`config.mk`:
```
export PLATFORM = sky130hd
export DESIGN_NAME = data_mem_arbiter
export DESIGN_NICKNAME = d
export VERILOG_FILES = /design/src/rtl/dmem_arb_pkg.sv /design/src/rtl/rr_arbiter2.sv /design/src/rtl/data_mem_arbiter.sv
export SDC_FILE = /design/constraint.sdc
export NUM_CORES = 1
export LEC_CHECK = 0
export CAP_MARGIN = 20
export CELL_PAD_IN_SITES_DETAIL_PLACEMENT = 2
export CELL_PAD_IN_SITES_GLOBAL_PLACEMENT = 2
export CORE_MARGIN = 8
export CORE_UTILIZATION = 21
export DETAILED_ROUTE_END_ITERATION = 12
export PLACE_DENSITY = 0.78
export SLEW_MARGIN = 20
export SYNTH_ARGS = -nofsm -noshare
export SYNTH_HDL_FRONTEND = slang
export SYNTH_SLANG_ARGS = --single-unit
```
`constraint.sdc`:
```
create_clock -name clk_i -period 1.82 [get_ports clk_i]
set_clock_uncertainty 0.05 [all_clocks]
set_input_delay 0.455 -clock clk_i [delete_from_list [all_inputs] [get_ports clk_i]]
set_output_delay 0.455 -clock clk_i [all_outputs]
set_load 0.02 [all_outputs]
```
`src/rtl/dmem_arb_pkg.sv`:
```
// Shared types and constants for the two-requester data memory arbiter.
package dmem_arb_pkg;

  localparam int unsigned NumReq         = 2;
  localparam int unsigned CntW           = 4;
  localparam int unsigned DefaultTimeout = 15;

  // Requester indices as carried in the owner / last-granted registers.
  localparam logic ReqCpu = 1'b0;
  localparam logic ReqDma = 1'b1;

  typedef enum logic [1:0] {
    StIdle,
    StIssue,
    StBusy,
    StResp
  } arb_state_e;

  typedef struct packed {
    logic        write;
    logic [31:0] addr;
    logic [31:0] wdata;
    logic [3:0]  sign_mask;
  } mem_req_t;

  function automatic logic [NumReq-1:0] req_onehot(input logic idx);
    return (idx == ReqDma) ? 2'b10 : 2'b01;
  endfunction

endpackage

```
`src/rtl/rr_arbiter2.sv`:
```
// Combinational 2-way grant: round-robin against the last-granted requester, or fixed
// priority to requester 0 when RoundRobin is 0.
module rr_arbiter2
  import dmem_arb_pkg::*;
#(
  parameter int unsigned RoundRobin = 1
) (
  input  logic [1:0] req_i,
  input  logic       last_i,
  output logic [1:0] gnt_o,
  output logic       idx_o
);

  logic prefer_dma;

  // On contention the DMA side wins only if the CPU was served last.
  assign prefer_dma = (RoundRobin != 0) && (last_i == ReqCpu);

  always_comb begin
    gnt_o = 2'b00;
    idx_o = ReqCpu;
    case (req_i)
      2'b01: begin
        gnt_o = 2'b01;
        idx_o = ReqCpu;
      end
      2'b10: begin
        gnt_o = 2'b10;
        idx_o = ReqDma;
      end
      2'b11: begin
        if (prefer_dma) begin
          gnt_o = 2'b10;
          idx_o = ReqDma;
        end else begin
          gnt_o = 2'b01;
          idx_o = ReqCpu;
        end
      end
      default: begin
        gnt_o = 2'b00;
        idx_o = ReqCpu;
      end
    endcase
  end

endmodule

```
`src/rtl/data_mem_arbiter.sv`:
```
// Arbitrates CPU and DMA accesses onto one data memory port; one transaction in flight,
// completion signalled by the stall line falling, aborted after TIMEOUT busy cycles.
module data_mem_arbiter
  import dmem_arb_pkg::*;
#(
  parameter int unsigned ROUND_ROBIN = 1,
  parameter int unsigned TIMEOUT     = DefaultTimeout
) (
  input  logic        clk_i,
  input  logic        rst_ni,

  input  logic [1:0]  rq_valid_i,
  input  logic        rq0_write_i,
  input  logic        rq1_write_i,
  input  logic [31:0] rq0_addr_i,
  input  logic [31:0] rq1_addr_i,
  input  logic [31:0] rq0_wdata_i,
  input  logic [31:0] rq1_wdata_i,
  input  logic [3:0]  rq0_sign_mask_i,
  input  logic [3:0]  rq1_sign_mask_i,
  output logic [1:0]  rq_ready_o,

  output logic [1:0]  rs_valid_o,
  output logic [31:0] rs_rdata_o,
  output logic        rs_err_o,

  output logic [31:0] mem_addr_o,
  output logic [31:0] mem_write_data_o,
  output logic [3:0]  mem_sign_mask_o,
  output logic        mem_memread_o,
  output logic        mem_memwrite_o,
  input  logic [31:0] mem_read_data_i,
  input  logic        mem_clk_stall_i
);

  localparam logic [CntW-1:0] TimeoutCnt = CntW'(TIMEOUT);

  arb_state_e      state_q, state_d;
  mem_req_t        req_q, req_d, req_sel;
  logic            owner_q, owner_d;
  logic            last_q, last_d;
  logic            seen_q, seen_d;
  logic            err_q, err_d;
  logic [CntW-1:0] cnt_q, cnt_d, cnt_inc;
  logic [31:0]     rdata_q, rdata_d;

  logic [1:0]      gnt;
  logic            gnt_idx;

  rr_arbiter2 #(
    .RoundRobin(ROUND_ROBIN)
  ) u_arb (
    .req_i (rq_valid_i),
    .last_i(last_q),
    .gnt_o (gnt),
    .idx_o (gnt_idx)
  );

  always_comb begin
    if (gnt_idx == ReqDma) begin
      req_sel.write     = rq1_write_i;
      req_sel.addr      = rq1_addr_i;
      req_sel.wdata     = rq1_wdata_i;
      req_sel.sign_mask = rq1_sign_mask_i;
    end else begin
      req_sel.write     = rq0_write_i;
      req_sel.addr      = rq0_addr_i;
      req_sel.wdata     = rq0_wdata_i;
      req_sel.sign_mask = rq0_sign_mask_i;
    end
  end

  assign cnt_inc = cnt_q + CntW'(1);

  always_comb begin
    state_d = state_q;
    req_d   = req_q;
    owner_d = owner_q;
    last_d  = last_q;
    seen_d  = seen_q;
    err_d   = err_q;
    cnt_d   = cnt_q;
    rdata_d = rdata_q;
    unique case (state_q)
      StIdle: begin
        if (|rq_valid_i) begin
          owner_d = gnt_idx;
          req_d   = req_sel;
          state_d = StIssue;
        end
      end
      StIssue: begin
        cnt_d   = '0;
        seen_d  = 1'b0;
        err_d   = 1'b0;
        rdata_d = '0;
        state_d = StBusy;
      end
      StBusy: begin
        cnt_d  = cnt_inc;
        seen_d = seen_q | mem_clk_stall_i;
        // Completion needs a full high-then-low stall sequence; it beats a same-cycle timeout.
        if (seen_q && !mem_clk_stall_i) begin
          rdata_d = req_q.write ? '0 : mem_read_data_i;
          state_d = StResp;
        end else if (cnt_inc == TimeoutCnt) begin
          rdata_d = '0;
          err_d   = 1'b1;
          state_d = StResp;
        end
      end
      StResp: begin
        last_d  = owner_q;
        state_d = StIdle;
      end
      default: state_d = StIdle;
    endcase
  end

  always_ff @(posedge clk_i or negedge rst_ni) begin
    if (!rst_ni) begin
      state_q <= StIdle;
      req_q   <= '0;
      owner_q <= ReqCpu;
      last_q  <= ReqDma;
      seen_q  <= 1'b0;
      err_q   <= 1'b0;
      cnt_q   <= '0;
      rdata_q <= '0;
    end else begin
      state_q <= state_d;
      req_q   <= req_d;
      owner_q <= owner_d;
      last_q  <= last_d;
      seen_q  <= seen_d;
      err_q   <= err_d;
      cnt_q   <= cnt_d;
      rdata_q <= rdata_d;
    end
  end

  // Accept is the only output that looks at inputs directly: grant happens in the IDLE cycle.
  assign rq_ready_o       = (state_q == StIdle) ? gnt : 2'b00;

  assign mem_addr_o       = (state_q != StIdle) ? req_q.addr      : '0;
  assign mem_write_data_o = (state_q != StIdle) ? req_q.wdata     : '0;
  assign mem_sign_mask_o  = (state_q != StIdle) ? req_q.sign_mask : '0;
  assign mem_memread_o    = (state_q == StIssue) && !req_q.write;
  assign mem_memwrite_o   = (state_q == StIssue) &&  req_q.write;

  assign rs_valid_o       = (state_q == StResp) ? req_onehot(owner_q) : 2'b00;
  assign rs_rdata_o       = (state_q == StResp) ? rdata_q : '0;
  assign rs_err_o         = (state_q == StResp) && err_q;

endmodule

```
==> flow_summary.json, run 1 <==
{
  "netlist_instances": 614,
  "synth-xor-area-share_pct": 0,
  "crit_type": "reg -> out",
  "cap_violations": 0,
  "synth.mux.area_fraction_pct": 17.3,
  "ys_ff_latch": 111,
  "worstMarginPinSlew_ns": 0.512,
  "busiest_layer": "met2",
  "drive_gt1_share_pct": 33.5,
  "reg2reg_depth": 7,
  "grt_pass1_vias": 6740,
  "yosys_warnings": 0,
  "diodes": 0,
  "grt_use_met1_pct": 17.0,
  "timing.rr.end": "rdata_q[21]$_DFFE_PN0P_",
  "wire_per_inst_um": 20.3,
  "synth-simple-area-share_pct": 19.6,
  "grtUsageMet2_pct": 28.2,
  "cts_buffers": 9,
  "drc": 0,
  "viasPerCell": 4.21,
  "rows": 61,
  "grt_max_degree": 32,
  "cts.sink_count": 111,
  "antenna_found_initial": 0,
  "cellPowerDensity_nw_per_um2": 1600,
  "cts_hold_buf": 0,
  "grt_pass1_wl_um": 40500,
  "fmaxAchievable_mhz": 453,
  "fin_crit_ns": 2.21,
  "synth_fp_nets": 795,
  "cp_data_required_time_ns": 1.31,
  "dp_hpwl_um": 19100,
  "worst_setup_path_end_kind": "primary output",
  "violations": "setup timing",
  "fill_cells": 2970,
  "antenna_left": 0,
  "io_pins": 282,
  "status": "complete, but fails checks",
  "core-area_um2": 27800,
  "first_pass_iters": 4,
  "clockBufferDepth": 2,
  "critPathMaxFanout": 5,
  "min_path_type": "in -> async",
  "insertion_delay_ns": 0.35,
  "final_hold_viol_count": 0,
  "final_nets": 1155,
  "drt-initial-drc-count": 142,
  "rsz0062_at_grt": "true",
  "peakVddDrop_uv": 530,
  "chipWidth_um": 184,
  "max-slew-margin-rel_pct": 65.9,
  "synthAdderAreaFrac_pct": 1.27,
  "rrSetupSlack_ns": -0.08,
  "worstSetupStartpointType": "register",
  "slew_viol_final": 0,
  "syn_to_final_growth_pct": 89.9,
  "yosysSeqAreaShare_pct": 47.0,
  "synth_top_family_by_area": "simple AND/OR/NAND/NOR gates",
  "synth.avg_cell_area_um2": 9.63,
  "p_total_w": 0.0180,
  "gp_congestion": 0.708,
  "synth_cell_types": 32,
  "critPathArrivalTime_ns": 1.70,
  "leakagePower_nw": 5.12,
  "track_usage_pct": 15.5,
  "die_h_um": 184,
  "htreeDepth": 3,
  "finalSetupViolCount": 131,
  "use_met3_pct": 6.26,
  "drt-total-wl_um": 27600,
  "syn-cell-area_um2": 5920,
  "synth_compound_area_share_pct": 8.19,
  "cts_tree": "built",
  "io_buffer_count": 281,
  "via_count": 5717,
  "cts_root_buf": "clkbuf_16",
  "reg2reg_from": "cnt_q[1]$_DFFE_PN0P_",
  "clk_pin_slew_ns": 0.09,
  "start_util_pct": 21.3,
  "overflow": 0,
  "finalCritPeriodShare_pct": 121,
  "utilization_pct": 40.4,
  "die_area_um2": 33800,
  "fin_ws_ns": -0.387
}
## cell usage after synthesis, drive strengths merged
cell type | n | share of area (%)
o211ai | 1 | 0.13
a21boi | 1 | 0.13
nor2 | 2 | 0.13
mux2 | 1 | 0.19
nor2b | 70 | 7.4
mux2i | 101 | 17
a22oi | 1 | 0.13
dfstp | 1 | 0.44
inv | 42 | 2.7
o21ai | 76 | 6.6
clkbuf | 23 | 1.5
buf | 18 | 2.6
ha | 6 | 1.3
a21oi | 7 | 0.78
nand2 | 104 | 6.6
nand2b | 1 | 0.11
nor3b | 1 | 0.13
and2 | 36 | 3.8
nand3b | 5 | 0.85
o21bai | 1 | 0.13
dfrtp | 110 | 47
nand3 | 2 | 0.17
o22ai | 1 | 0.11
a21bo | 1 | 0.17
nor3 | 1 | 0.17
and4b | 1 | 0.23
## what timing repair did
item | in CTS | in global routing
pin swaps | 4 | 6
cloned | 10 | 3
setup buffers | 17 | 15
hold endpoints to repair | 0 | 0
resized for setup | 448 | 311
endpoints found under the setup margin | 145 | 208
## flip-flops by register name (all words and copies together) (netlist names)
| signal | count |
|---|---|
| req_q | 69 |
| state_q | 2 |
| seen_q | 1 |
| err_q | 1 |
| cnt_q | 4 |
| owner_q | 1 |
| rdata_q | 32 |
| last_q | 1 |
## critical path: stages, from the launching register on
cell and delay [ns]:
dfrtp_1 0.42, buf_4 0.15, ha_4 0.20, bufbuf_16 0.28
and2_1 0.13, buf_2 0.15
## logic make-up (layout without fill, tap and decap cells)
group,count (synthesis),in the layout
compound gates,89,89
fa+ha+maj,6,6
buf+inv,83,448
flops,111,111
mux,102,102
simple gates,223,223
## metal layers
| layer | wire length (um) | up-vias | part of all wire, % |
|---|---|---|---|
| met4 | 308 | 0 | 1.1 |
| met3 | 2360 | 15 | 8.6 |
| met2 | 14500 | 189 | 52 |
| met5 | 0 | - | 0 |
| li1 | - | 2711 | - |
| met1 | 10400 | 2802 | 38 |
## metrics by stage
step	area [um2]	setup slack (ns)	hold slack (ns)	instances	setup TNS (ns)
global placement	9710	-0.487	0.402	1302	-54.91
CTS	10400	-0.491	0.00886	1342	-42.52
floorplan	5920	0.0102	0.109	614	0
global route	11200	-0.451	0.0232	1357	-40.56
detailed placement	9710	-0.507	0.409	1302	-67.17
finish	11200	-0.387	0.00802	1357	-32.11
## cell type report
| class | instances | area, um2 | share of cell area (%) |
|---|---|---|---|
| Sequential cell | 111 | 2780 | 24.7 |
| Multi-Input combinational cell | 420 | 3280 | 29.2 |
| Timing Repair Buffer | 390 | 4220 | 37.5 |
| Tap cell | 378 | 473 | 4.21 |
| Inverter | 42 | 158 | 1.40 |
| Clock inverter | 6 | 91.3 | 0.813 |
| Clock buffer | 10 | 239 | 2.13 |
## power by group
group          internal (W)  switching, W
clock network       0.00126       0.00100
logic               0.00618       0.00559
registers           0.00341      0.000546
total                0.0108       0.00714
## cells in the final DEF (no fill, tap or decap), drive strengths merged, types with 2 or more instances in the layout
| cell | synthesis | routed |
|---|---|---|
| inv | 42 | 43 |
| nor2 | 2 | 2 |
| mux2i | 101 | 101 |
| nand3b | 5 | 5 |
| clkdlybuf4s50 | 0 | 171 |
| nand3 | 2 | 2 |
| buf | 18 | 213 |
| dlymetal6s2s | 0 | 2 |
| ha | 6 | 6 |
| dfrtp | 110 | 110 |
| a21oi | 7 | 7 |
| clkbuf | 23 | 13 |
| and2 | 36 | 36 |
| nand2 | 104 | 104 |
| clkinv | 0 | 3 |
| o21ai | 76 | 76 |
| bufinv | 0 | 2 |
| nor2b | 70 | 70 |
## worst max path at each step
stage / start / end / slack [ns] / depth (start not counted)
final: state_q[0]$_DFFE_PN0P_ / rs_rdata_o[22] / -0.39 / 5
after global placement: rq_valid_i[0] / rq_ready_o[0] / -0.49 / 4
after floorplan: state_q[0]$_DFFE_PN0P_ / rq_ready_o[1] / 0.01 / 5
after detailed placement: rq_valid_i[0] / rq_ready_o[0] / -0.51 / 4
after CTS: state_q[1]$_DFFE_PN0P_ / mem_addr_o[3] / -0.49 / 5
after global routing: state_q[0]$_DFFE_PN0P_ / mem_sign_mask_o[3] / -0.45 / 7
Power figures use the tool's default switching activity.
==> run 2: changes to the inputs <==
--- a/config.mk
+++ b/config.mk
@@ -8,7 +8,6 @@
 export CAP_MARGIN = 20
 export CELL_PAD_IN_SITES_DETAIL_PLACEMENT = 2
 export CELL_PAD_IN_SITES_GLOBAL_PLACEMENT = 2
-export CORE_MARGIN = 8
 export CORE_UTILIZATION = 21
 export DETAILED_ROUTE_END_ITERATION = 12
 export PLACE_DENSITY = 0.78
==> flow_summary.json, run 2 (same netlist as run 1, synthesis figures left out) <==
{
  "slew_viol_final": 0,
  "grt_pass1_vias": 6391,
  "worstSetupStartpointType": "register",
  "status": "complete, but fails checks",
  "grt_max_degree": 39,
  "htreeDepth": 3,
  "insertion_delay_ns": 0.35,
  "final_nets": 1132,
  "drive_gt1_share_pct": 32.2,
  "mostFrequentLayoutCell": "clkdlybuf4s50_1",
  "critPathArrivalTime_ns": 1.72,
  "min_path_type": "reg -> reg",
  "cap_violations": 0,
  "crit_type": "reg -> out",
  "diodes": 0,
  "overflow": 0,
  "critPathMaxFanout": 8,
  "cts_tree": "built",
  "viasPerCell": 4.24,
  "cts.sink_count": 111,
  "reg_top3": "req_q x69, rdata_q x32, cnt_q x4",
  "leakagePower_nw": 4.94,
  "chipWidth_um": 170,
  "mostFrequentLayoutCells": "173 x clkdlybuf4s50_1, 108 x dfrtp_1, 104 x nand2_1, 99 x mux2i_1, 79 x buf_6",
  "fin_ws_ns": -0.401,
  "dp_hpwl_um": 16300,
  "clk_pin_slew_ns": 0.09,
  "drt-total-wl_um": 25200,
  "clockBufferDepth": 2,
  "drt-initial-drc-count": 159,
  "slowest_delay_ns": 0.43,
  "violations": "setup timing",
  "finalCritPeriodShare_pct": 122,
  "fin_crit_ns": 2.22,
  "first_pass_iters": 4,
  "track_usage_pct": 16.5,
  "antenna_found_initial": 0,
  "cts_root_buf": "clkbuf_16",
  "slowest_stage": "dfrtp_1",
  "gp_congestion": 0.712,
  "cts_buffers": 9,
  "grt_pass1_wl_um": 36100,
  "largest_reg_flops": 69,
  "peakVddDrop_uv": 636,
  "stdcell_count": 1334,
  "io_buffer_count": 281,
  "worst_setup_path_end_kind": "primary output",
  "rsz0062_at_grt": "true",
  "path_cells": "buf_6 -> ha_4 -> buf_12 -> buf_12 -> and2_1 -> buf_6",
  "syn_to_final_growth_pct": 84.9,
  "worstMarginPinSlew_ns": 0.323,
  "pre_cts_slack_ns": -0.728,
  "max-slew-margin-rel_pct": 78.4,
  "antenna_left": 0,
  "finalSetupViolCount": 191,
  "cp_data_required_time_ns": 1.31,
  "die_area_um2": 28800,
  "cellPowerDensity_nw_per_um2": 1560,
  "final_hold_viol_count": 0,
  "placedCellCount": 1281,
  "rows": 61,
  "via_count": 5650,
  "core-area_um2": 27800,
  "io_pins": 282,
  "start_util_pct": 21.3,
  "die_h_um": 170,
  "largest_register": "req_q",
  "fmaxAchievable_mhz": 450,
  "wire_per_inst_um": 18.9,
  "drc": 0
}
[run 2: cell types whose count changed in the layout (fill, tap and decap cells not counted), sizes merged]
cell / before / now
buf: 213 / 189
clkdlybuf4s50: 171 / 173
dlymetal6s2s: 2 / 0
bufbuf: 1 / 0
bufinv: 2 / 1
clkbuf: 13 / 14
dlygate4sd3: 0 / 1
inv: 43 / 44
[run 2: metrics by stage]
step                      power (W)  setup TNS (ns)  hold WS, ns  cell area, um2  util [%]
after floorplan             0.00841               0        0.109            5920         -
after global placement       0.0123          -67.12        0.322            9530      34.3
after detailed placement     0.0125          -72.08        0.327            9530      34.3
after CTS                    0.0157          -35.48        0.432           10100      36.3
after global routing         0.0182          -53.60        0.448           10900      39.4
final                        0.0171          -40.40        0.428           10900      39.4
[run 2: final timing paths]
kind / start / end / slack, ns / cells past startpoint
max: state_q[0]$_DFFE_PN0P_ / rs_rdata_o[6] / -0.40 / 6
min: req_q[50]$_DFFE_PN0P_ / req_q[50]$_DFFE_PN0P_ / 0.43 / 2
max reg2reg: state_q[0]$_DFFE_PN0P_ / req_q[8]$_DFFE_PN0P_ / -0.15 / 10
min reg2reg: req_q[50]$_DFFE_PN0P_ / req_q[50]$_DFFE_PN0P_ / 0.43 / 2
max in group asynchronous: rst_ni / req_q[5]$_DFFE_PN0P_ / 0.68 / 3
min in group asynchronous: rst_ni / rdata_q[31]$_DFFE_PN0P_ / 0.48 / 2
[run 2: routing by layer]
layer	wire, um	share of wire, %	global-route usage (%)	vias to the layer above
met4	405	1.6	5.05	0
met1	9830	39	19.1	2760
met5	0	0	0	-
met3	1710	6.8	4.26	24
li1	-	-	-	2664
met2	13200	53	29.6	202
[run 2: worst max-delay path, delay by kind of cell, from the launching register on]
kind	cells	cell delay, ns
adder cells (fa/ha/maj)	1	0.19
buffers and inverters	4	0.57
AND/OR/NAND/NOR	1	0.16
flip-flops	1	0.43
[run 2: power by group]
group          internal, W  switching [W]  leakage, nW  total [W]
logic              0.00567        0.00533         3.37     0.0110
clock network      0.00110        0.00105        0.149    0.00215
registers          0.00341       0.000546         1.43    0.00395
total               0.0102        0.00692         4.94     0.0171
[run 2: layout make-up]
class,instances,area [um2]
flip-flops and latches,111,2780
well taps,378,473
clock inverters,6,76.3
inverters,42,158
fillers,2962,16800
multi-input cells,420,3190
clock buffers,10,229
repair buffers,367,4030
[run 2: timing repair]
item                                    CTS  global route
hold endpoints to repair                 14             0
pin swaps                                 3             8
gates cloned                              8             4
gates resized for setup                 483           264
buffers inserted                         10            19
endpoints found under the setup margin  168           209
hold buffers                              1             0
==> run 3: changes to the inputs <==
--- a/config.mk
+++ b/config.mk
@@ -8,6 +8,7 @@
 export CAP_MARGIN = 20
 export CELL_PAD_IN_SITES_DETAIL_PLACEMENT = 2
 export CELL_PAD_IN_SITES_GLOBAL_PLACEMENT = 2
+export CORE_MARGIN = 4
 export CORE_UTILIZATION = 21
 export DETAILED_ROUTE_END_ITERATION = 12
 export PLACE_DENSITY = 0.78
==> flow_summary.json, run 3 (same netlist as run 1, synthesis figures left out) <==
{
  "status": "complete, but fails checks",
  "violations": "setup timing",
  "cellPowerDensity_nw_per_um2": 1570,
  "htreeDepth": 3,
  "cp_data_required_time_ns": 1.31,
  "worstMarginPinSlew_ns": 0.649,
  "mostFrequentLayoutCell": "clkdlybuf4s50_1",
  "cts_tree": "built",
  "grt_max_degree": 60,
  "die_h_um": 176,
  "reg_top3": "req_q x69, rdata_q x32, cnt_q x4",
  "cts_hold_buf": 0,
  "utilization_pct": 38.3,
  "pre_cts_slack_ns": -0.392,
  "antenna_found_initial": 1,
  "cap_violations": 0,
  "die_area_um2": 30900,
  "clk_pin_slew_ns": 0.08,
  "clockBufferDepth": 2,
  "grt_pass1_wl_um": 35100,
  "cts_root_buf": "clkbuf_16",
  "p_total_w": 0.0167,
  "drt-total-wl_um": 26700,
  "worstSetupStartpointType": "register",
  "min_path_type": "in -> async",
  "viasPerCell": 4.31,
  "cts_buffers": 9,
  "fin_crit_ns": 2.15,
  "peakVddDrop_uv": 490,
  "drc": 0,
  "max-slew-margin-rel_pct": 56.6,
  "grt_pass1_vias": 6246,
  "via_count": 5732,
  "io_buffer_count": 281,
  "drive_gt1_share_pct": 30.2,
  "final_hold_viol_count": 0,
  "final_nets": 1128,
  "largest_register": "req_q",
  "dp_hpwl_um": 17000,
  "rrSetupSlack_ns": -0.11,
  "rsz0062_at_grt": "true",
  "rows": 61,
  "fin_ws_ns": -0.335,
  "track_usage_pct": 14.4,
  "antenna_left": 0,
  "critPathMaxFanout": 11,
  "fmaxAchievable_mhz": 464,
  "fin_tns_setup_ns": -27.67,
  "crit_type": "reg -> out",
  "finalSetupViolCount": 138,
  "drt-initial-drc-count": 194,
  "finalCritPeriodShare_pct": 118,
  "cts.sink_count": 111,
  "wire_per_inst_um": 20.1,
  "critPathArrivalTime_ns": 1.65,
  "syn_to_final_growth_pct": 79.8,
  "overflow": 0,
  "insertion_delay_ns": 0.35,
  "largest_reg_flops": 69,
  "leakagePower_nw": 4.83,
  "first_pass_iters": 4,
  "worst_setup_path_end_kind": "primary output",
  "chipWidth_um": 176,
  "io_pins": 282,
  "gp_congestion": 0.710,
  "mostFrequentLayoutCells": "172 x clkdlybuf4s50_1, 108 x dfrtp_1, 104 x nand2_1, 97 x mux2i_1, 95 x buf_4",
  "core-area_um2": 27800,
  "start_util_pct": 21.3,
  "fill_cells": 3003,
  "slew_viol_final": 0
}
run 3: cell types whose count changed in the layout (fill, tap and decap cells not counted), moves of 14 or more:
cell,change
buf_4,+19
and2_1,+15
buf_6,-23
nor2b_4,-14
and2_4,-15
run 3: through the flow:
step | cells | hold WS (ns) | instance area [um2]
2_1_floorplan | 614 | 0.109 | 5920
3_3_place_gp | 1274 | 0.403 | 9450
3_5_place_dp | 1274 | 0.415 | 9450
4_1_cts | 1295 | 0.0563 | 9710
5_1_grt | 1329 | 0.0571 | 10600
6_report | 1330 | 0.0348 | 10600
run 3: timing repair:
action | 4_1_cts | 5_1_grt
buffers inserted | 3 | 18
resized for setup | 390 | 292
pin swaps | 1 | 8
setup endpoints to repair | 128 | 178
gates cloned | 3 | 19
run 3: where the power goes:
group          leakage [nW]  internal (W)  switching (W)
combinational          3.27       0.00540        0.00535
sequential             1.43       0.00341       0.000560
clock                 0.134      0.000939        0.00103
run 3: worst paths after layout:
kind	from	end	depth (start not counted)
worst max register to register	cnt_q[1]$_DFFE_PN0P_	rdata_q[7]$_DFFE_PN0P_	7
worst min-delay path	rst_ni	req_q[21]$_DFFE_PN0P_	2
worst min register to register	req_q[57]$_DFFE_PN0P_	req_q[57]$_DFFE_PN0P_	2
max in group asynchronous	rst_ni	req_q[48]$_DFFE_PN0P_	2
min in group clk_i	req_q[57]$_DFFE_PN0P_	req_q[57]$_DFFE_PN0P_	2
worst max-delay path	state_q[0]$_DFFE_PN0P_	mem_write_data_o[18]	6
run 3: area by class of cell:
type | instances | area (um2) | area share [%]
inverters | 42 | 158 | 1.48
multi-input cells | 420 | 3080 | 28.9
clock buffers | 9 | 225 | 2.12
clock inverters | 6 | 46.3 | 0.435
diodes | 1 | 2.50 | 0.0235
well taps | 378 | 473 | 4.45
repair buffers | 363 | 3870 | 36.4
flip-flops and latches | 111 | 2780 | 26.1
run 3: per-layer routing:
metal  vias to the layer above  routed length, um  share of wire, %  global-route usage (%)
li1                       2663                  -                 -                       -
met1                      2845              10600                40                    16.7
met4                         0                319               1.2                    3.54
met2                       207              13600                51                    25.1
met5                         -                  0                 0                       0
met3                        17               2140               8.0                    5.60
run 3: worst max-delay path, stage by stage, from the launching register on:
cell	delay [ns]
dfrtp_1	0.40
inv_2	0.07
ha_4	0.21
buf_4	0.16
clkbuf_16	0.17
nor2b_1	0.13
buf_4	0.17
